===== config.mk =====
export PLATFORM = sky130hd
export DESIGN_NAME = beat_scheduler
export DESIGN_NICKNAME = d
export VERILOG_FILES = /design/src/rtl/rhythm_pkg.sv /design/src/rtl/song_rom.sv /design/src/rtl/beat_scheduler.sv
export SDC_FILE = /design/constraint.sdc
export NUM_CORES = 1
export LEC_CHECK = 0
export CELL_PAD_IN_SITES_DETAIL_PLACEMENT = 2
export CELL_PAD_IN_SITES_GLOBAL_PLACEMENT = 2
export CORE_UTILIZATION = 32
export DETAILED_ROUTE_END_ITERATION = 7
export PLACE_DENSITY = 0.86
export RECOVER_POWER = 100
export SYNTH_ARGS = -nofsm -noshare
export SYNTH_HDL_FRONTEND = slang
export SYNTH_SLANG_ARGS = --single-unit

===== constraint.sdc =====
create_clock -name clk -period 3 [get_ports clk]
set_clock_uncertainty 0.15 [all_clocks]
set_input_delay 0.6 -clock clk [delete_from_list [all_inputs] [get_ports clk]]
set_output_delay 0.6 -clock clk [all_outputs]
set_load 0.03 [all_outputs]

===== src/rtl/rhythm_pkg.sv =====
// Shared definitions for the rhythm-game playback blocks: scheduler states,
// lane count, beat-period width and the system clock rate.
package rhythm_pkg;

  localparam int CLK_HZ   = 50000000;
  localparam int LANES    = 4;
  localparam int PERIOD_W = 26;

  typedef enum logic [2:0] {
    S_IDLE    = 3'd0,
    S_COUNTIN = 3'd1,
    S_PLAY    = 3'd2,
    S_PAUSE   = 3'd3,
    S_DONE    = 3'd4
  } state_t;

endpackage


===== src/rtl/song_rom.sv =====
// Combinational song pattern lookup: beat index -> active note lanes.
// Beat i occupies PATTERN[i*LANES +: LANES]; indices past the song read as a rest.
module song_rom
  import rhythm_pkg::*;
#(
  parameter int SONG_LEN = 32,
  parameter int LANES = rhythm_pkg::LANES,
  parameter logic [SONG_LEN*LANES-1:0] PATTERN = {SONG_LEN{LANES'(1)}}
) (
  input  logic [7:0]       addr,
  output logic [LANES-1:0] lanes
);

  always_comb begin
    lanes = '0;
    if (int'(addr) < SONG_LEN) lanes = PATTERN[int'(addr)*LANES +: LANES];
  end

endmodule


===== src/rtl/beat_scheduler.sv =====
// Song playback sequencer: programmable beat timer, three-beat count-in,
// start/pause/stop control and per-beat note lane issue.
module beat_scheduler
  import rhythm_pkg::*;
#(
  parameter int CLK_HZ = rhythm_pkg::CLK_HZ,
  parameter int SONG_LEN = 32,
  parameter int LANES = rhythm_pkg::LANES,
  parameter logic [PERIOD_W-1:0] DEF_PERIOD = PERIOD_W'(CLK_HZ / 2),
  parameter logic [SONG_LEN*LANES-1:0] PATTERN = {SONG_LEN{LANES'(1)}}
) (
  input  logic                clk,
  input  logic                rst,
  input  logic                start,
  input  logic                pause,
  input  logic                stop,
  input  logic [PERIOD_W-1:0] period_in,
  output logic                note_valid,
  output logic [LANES-1:0]    note_lanes,
  output logic [7:0]          beat_idx,
  output logic [1:0]          countin,
  output logic                busy,
  output logic                song_done
);

  state_t              state, state_nxt;
  logic [PERIOD_W-1:0] period, cnt;
  logic                run, tick, last_beat, accept;
  logic [7:0]          rom_addr;
  logic [LANES-1:0]    rom_lanes;

  assign run       = (state == S_COUNTIN) || (state == S_PLAY);
  assign tick      = run && (cnt == period - 1'b1);
  assign last_beat = (int'(beat_idx) == SONG_LEN - 1);
  assign accept    = start && !stop && ((state == S_IDLE) || (state == S_DONE));
  // The lookup always targets the beat about to be emitted.
  assign rom_addr  = (state == S_PLAY) ? beat_idx + 8'd1 : 8'd0;
  assign busy      = (state == S_COUNTIN) || (state == S_PLAY) || (state == S_PAUSE);
  assign song_done = (state == S_DONE);

  song_rom #(
    .SONG_LEN(SONG_LEN),
    .LANES   (LANES),
    .PATTERN (PATTERN)
  ) u_rom (
    .addr (rom_addr),
    .lanes(rom_lanes)
  );

  always_ff @(posedge clk or negedge rst) begin
    if (!rst) state <= S_IDLE;
    else      state <= state_nxt;
  end

  always_comb begin
    state_nxt = state;
    if (stop) begin
      state_nxt = S_IDLE;
    end else if (accept) begin
      state_nxt = S_COUNTIN;
    end else begin
      case (state)
        S_COUNTIN: if (tick && countin == 2'd1) state_nxt = S_PLAY;
        // A pause coinciding with a tick lands after that beat is emitted.
        S_PLAY: begin
          if (tick && last_beat) state_nxt = S_DONE;
          else if (pause)        state_nxt = S_PAUSE;
        end
        S_PAUSE: if (pause) state_nxt = S_PLAY;
        default: state_nxt = state;
      endcase
    end
  end

  always_ff @(posedge clk or negedge rst) begin
    if (!rst) begin
      period     <= DEF_PERIOD;
      cnt        <= '0;
      beat_idx   <= '0;
      countin    <= '0;
      note_valid <= 1'b0;
      note_lanes <= '0;
    end else begin
      note_valid <= 1'b0;
      if (stop) begin
        cnt        <= '0;
        beat_idx   <= '0;
        countin    <= '0;
        note_lanes <= '0;
      end else if (accept) begin
        period     <= (period_in < PERIOD_W'(2)) ? DEF_PERIOD : period_in;
        cnt        <= '0;
        beat_idx   <= '0;
        countin    <= 2'd3;
        note_lanes <= '0;
      end else if (run) begin
        cnt <= tick ? '0 : cnt + 1'b1;
        if (tick) begin
          if (state == S_COUNTIN) begin
            countin <= countin - 2'd1;
            if (countin == 2'd1) begin
              note_valid <= 1'b1;
              note_lanes <= rom_lanes;
              beat_idx   <= '0;
            end
          end else if (last_beat) begin
            note_lanes <= '0;
          end else begin
            note_valid <= 1'b1;
            note_lanes <= rom_lanes;
            beat_idx   <= beat_idx + 8'd1;
          end
        end
      end
    end
  end

endmodule

==> impl_metrics.ini <==
[yosys]
avgSynthCellArea_um2 = 9.241
ys_warn_count = 0
synth_seq_cells = 67
synthDominantCellAreaShare = 0.3281
synth-edff-count = 0
ys_seq_area_frac = 0.4032
synth_commonest_cells = dfrtp_1, nor2_1, nand2_1, xnor2_1, xor2_1
synth_top_area_cell = dfrtp_1
synthArstFlopShare = 1.000
synth_most_common_cell = dfrtp_1
ys_types = 67
synth_cells = 454
synth_ff_type = dfrtp_1
synth_area_mm2 = 0.004195
ys_top_cells_by_area = dfrtp_1, dfstp_2, xnor2_1

[timing]
hold_viol_final = 0
max_freq_ghz = 0.2380
finalCritPeriodShare = 1.401
worst_slew_pin_slew_ns = 2.181
layout_min_cycle_time_ns = 4.202
setup_ws_ns = -1.202
setup_violations = 54
rsz0062_at_grt = yes
whs_ns = 0.4092
slew_headroom = -0.4539
final-max-slew-violation-count = 69

[route]
wirelength_mm = 28.29
routedWlPerCell_um = 37.27
num_vias = 4977
ant_nets = 0
drcViolationCount = 0
vias_per_cell = 6.557
drt_pass1_iterations = 5
drt_iter0_drc = 385

[layout]
drive_gt1_frac = 0.3254
fillerInstances = 1316
postLayoutCellArea_mm2 = 0.006142
synthToLayoutAreaGrowth_pct = 46.41
num_antenna_cells = 0
finish.net_count = 617

[cts]
cts_sinks = 67
clk_latency_ns = 0.37
clk_pin_slew_ns = 0.08
clk_path_buf_depth = 2
numCtsBuffers = 9
root_buffer = clkbuf_16
htreeDepth = 3
cts_tree = yes
hold_buffers = 0

[global_route]
grt_max_degree = 35
grt_usage = 0.3738
antenna_found_initial = 0
grt_pass1_wl_mm = 35.84
grt_pass1_vias = 5297
grt_overflow = 0

[setup_path]
cp_data_required_time_ns = 3.10
end_kind = flop
critPathKind = reg -> reg
start_kind = flop
arrival_ns = 4.30
rrSetupSlack_ns = -1.20
crit_fanout = 5

[floorplan]
start_util = 0.3298
die_w_um = 116.5
dieHeight_um = 116.5
num_rows = 41
io_pins = 48
fp.coreArea_mm2 = 0.01272
floorplan.die_area_mm2 = 0.01357

[pwr]
power_density_mw_per_mm2 = 926.2
p_leak_nw = 2.511
peakVddDrop_mv = 0.6133

[placement]
dp_hpwl_mm = 13.07
pre_cts_slack_ns = -0.7537
port_buffers = 44
postPlaceCellArea_mm2 = 0.005379
place_congestion = 0.9190

[worst_hold_path]
hold_path.class = reg -> reg

[flow_run]
cap_violations = 2

[status]
violations = max-capacitance violations, max-slew violations, negative setup slack
status = finished, violations left
kinds of logic after synthesis:
group | synth area share
multiplexers | 0.03639
flip-flops | 0.4032
buffers and inverters | 0.03907
XOR/XNOR | 0.1211
AO/OA/AOI/OAI | 0.1441
AND/OR/NAND/NOR | 0.2434
other | 0.0008939
adder cells (fa/ha/maj) | 0.01193
layout by cell type (no fill, tap or decap), types with 8 or more instances in the layout:
cell type / Yosys / layout
buf_4: 3 / 76
dfrtp_1: 55 / 55
nand2_1: 40 / 38
nor2_1: 44 / 35
xnor2_1: 35 / 33
clkdlybuf4s50_1: 0 / 29
xor2_1: 23 / 23
inv_1: 19 / 17
a21oi_1: 18 / 14
dlygate4sd3_1: 0 / 14
nand4_1: 13 / 13
o21ai_0: 21 / 12
o22a_1: 12 / 12
dfstp_2: 12 / 12
nor4_1: 18 / 11
nand3_1: 10 / 10
clkbuf_16: 0 / 9
and3_1: 9 / 8
nor2_2: 0 / 8
sequential cells by signal, summed over array words and instances (netlist names):
name and cells:
state 3, note_valid 1, period 26, beat_idx 8
countin 2, cnt 26, note_lanes 1
report_power, final:
part / internal, mW / total (mW) / leakage [nW] / switching [mW]
Sequential: 1.16 / 1.51 / 0.863 / 0.350
Clock: 0.735 / 1.24 / 0.152 / 0.504
Combinational: 1.14 / 2.94 / 1.50 / 1.80
Total: 3.03 / 5.69 / 2.51 / 2.66
path summary, 6_finish.rpt:
kind	cells past startpoint	start	to
max	11	period[5]	state[0]
min	1	beat_idx[2]	beat_idx[2]
max reg2reg	11	period[5]	state[0]
min reg2reg	1	beat_idx[2]	beat_idx[2]
max in group asynchronous	2	rst	countin[0]
min in group asynchronous	2	rst	cnt[22]
routing by layer:
layer | global-route usage | share of wire | up-vias | wire (um)
li1 | - | - | 1886 | -
met1 | 0.4214 | 0.36 | 2544 | 10190
met2 | 0.6312 | 0.47 | 373 | 13240
met3 | 0.09030 | 0.082 | 174 | 2314
met4 | 0.2444 | 0.090 | 0 | 2537
met5 | 0 | 0 | - | 0
cell type report:
| cell class | count | area, um2 | share of cell area |
|---|---|---|---|
| multi-input combinational | 351 | 2688 | 0.4376 |
| sequential | 67 | 1692 | 0.2754 |
| tap | 172 | 215.2 | 0.03504 |
| timing repair buffer | 134 | 1150 | 0.1872 |
| clock inverter | 7 | 101.3 | 0.01650 |
| clock buffer | 9 | 225.2 | 0.03667 |
| inverter | 19 | 71.32 | 0.01161 |
timing repair:
item,4_1_cts,5_1_grt
cloned,1,0
resized for setup,34,48
buffers inserted,6,6
pin swaps,12,15
endpoints found under the hold margin,0,0
endpoints found under the setup margin,41,41
per-stage QoR:
stage	cells	util	TNS [ns]	total power, mW
final	759	0.4828	-39.88	5.689
after global routing	759	0.4828	-35.93	5.731
after CTS	753	0.4663	-12.57	5.035
after detailed placement	730	0.4228	-16.91	3.521
after global placement	730	0.4228	-4.613	3.304
after floorplan	456	-	-0.2022	2.489
critical path, cell delays in order (launching register included):
cell and delay (ns):
dfrtp_1 0.47, nor4_2 0.77, nand4_1 0.29, buf_4 0.26, nor3_1 0.20, xnor2_1 0.18, nor3_2 0.41, nand4_1 0.27
buf_6 0.21, or3_4 0.40, a31oi_4 0.17, mux2_4 0.31
Power figures use the tool's default switching activity.
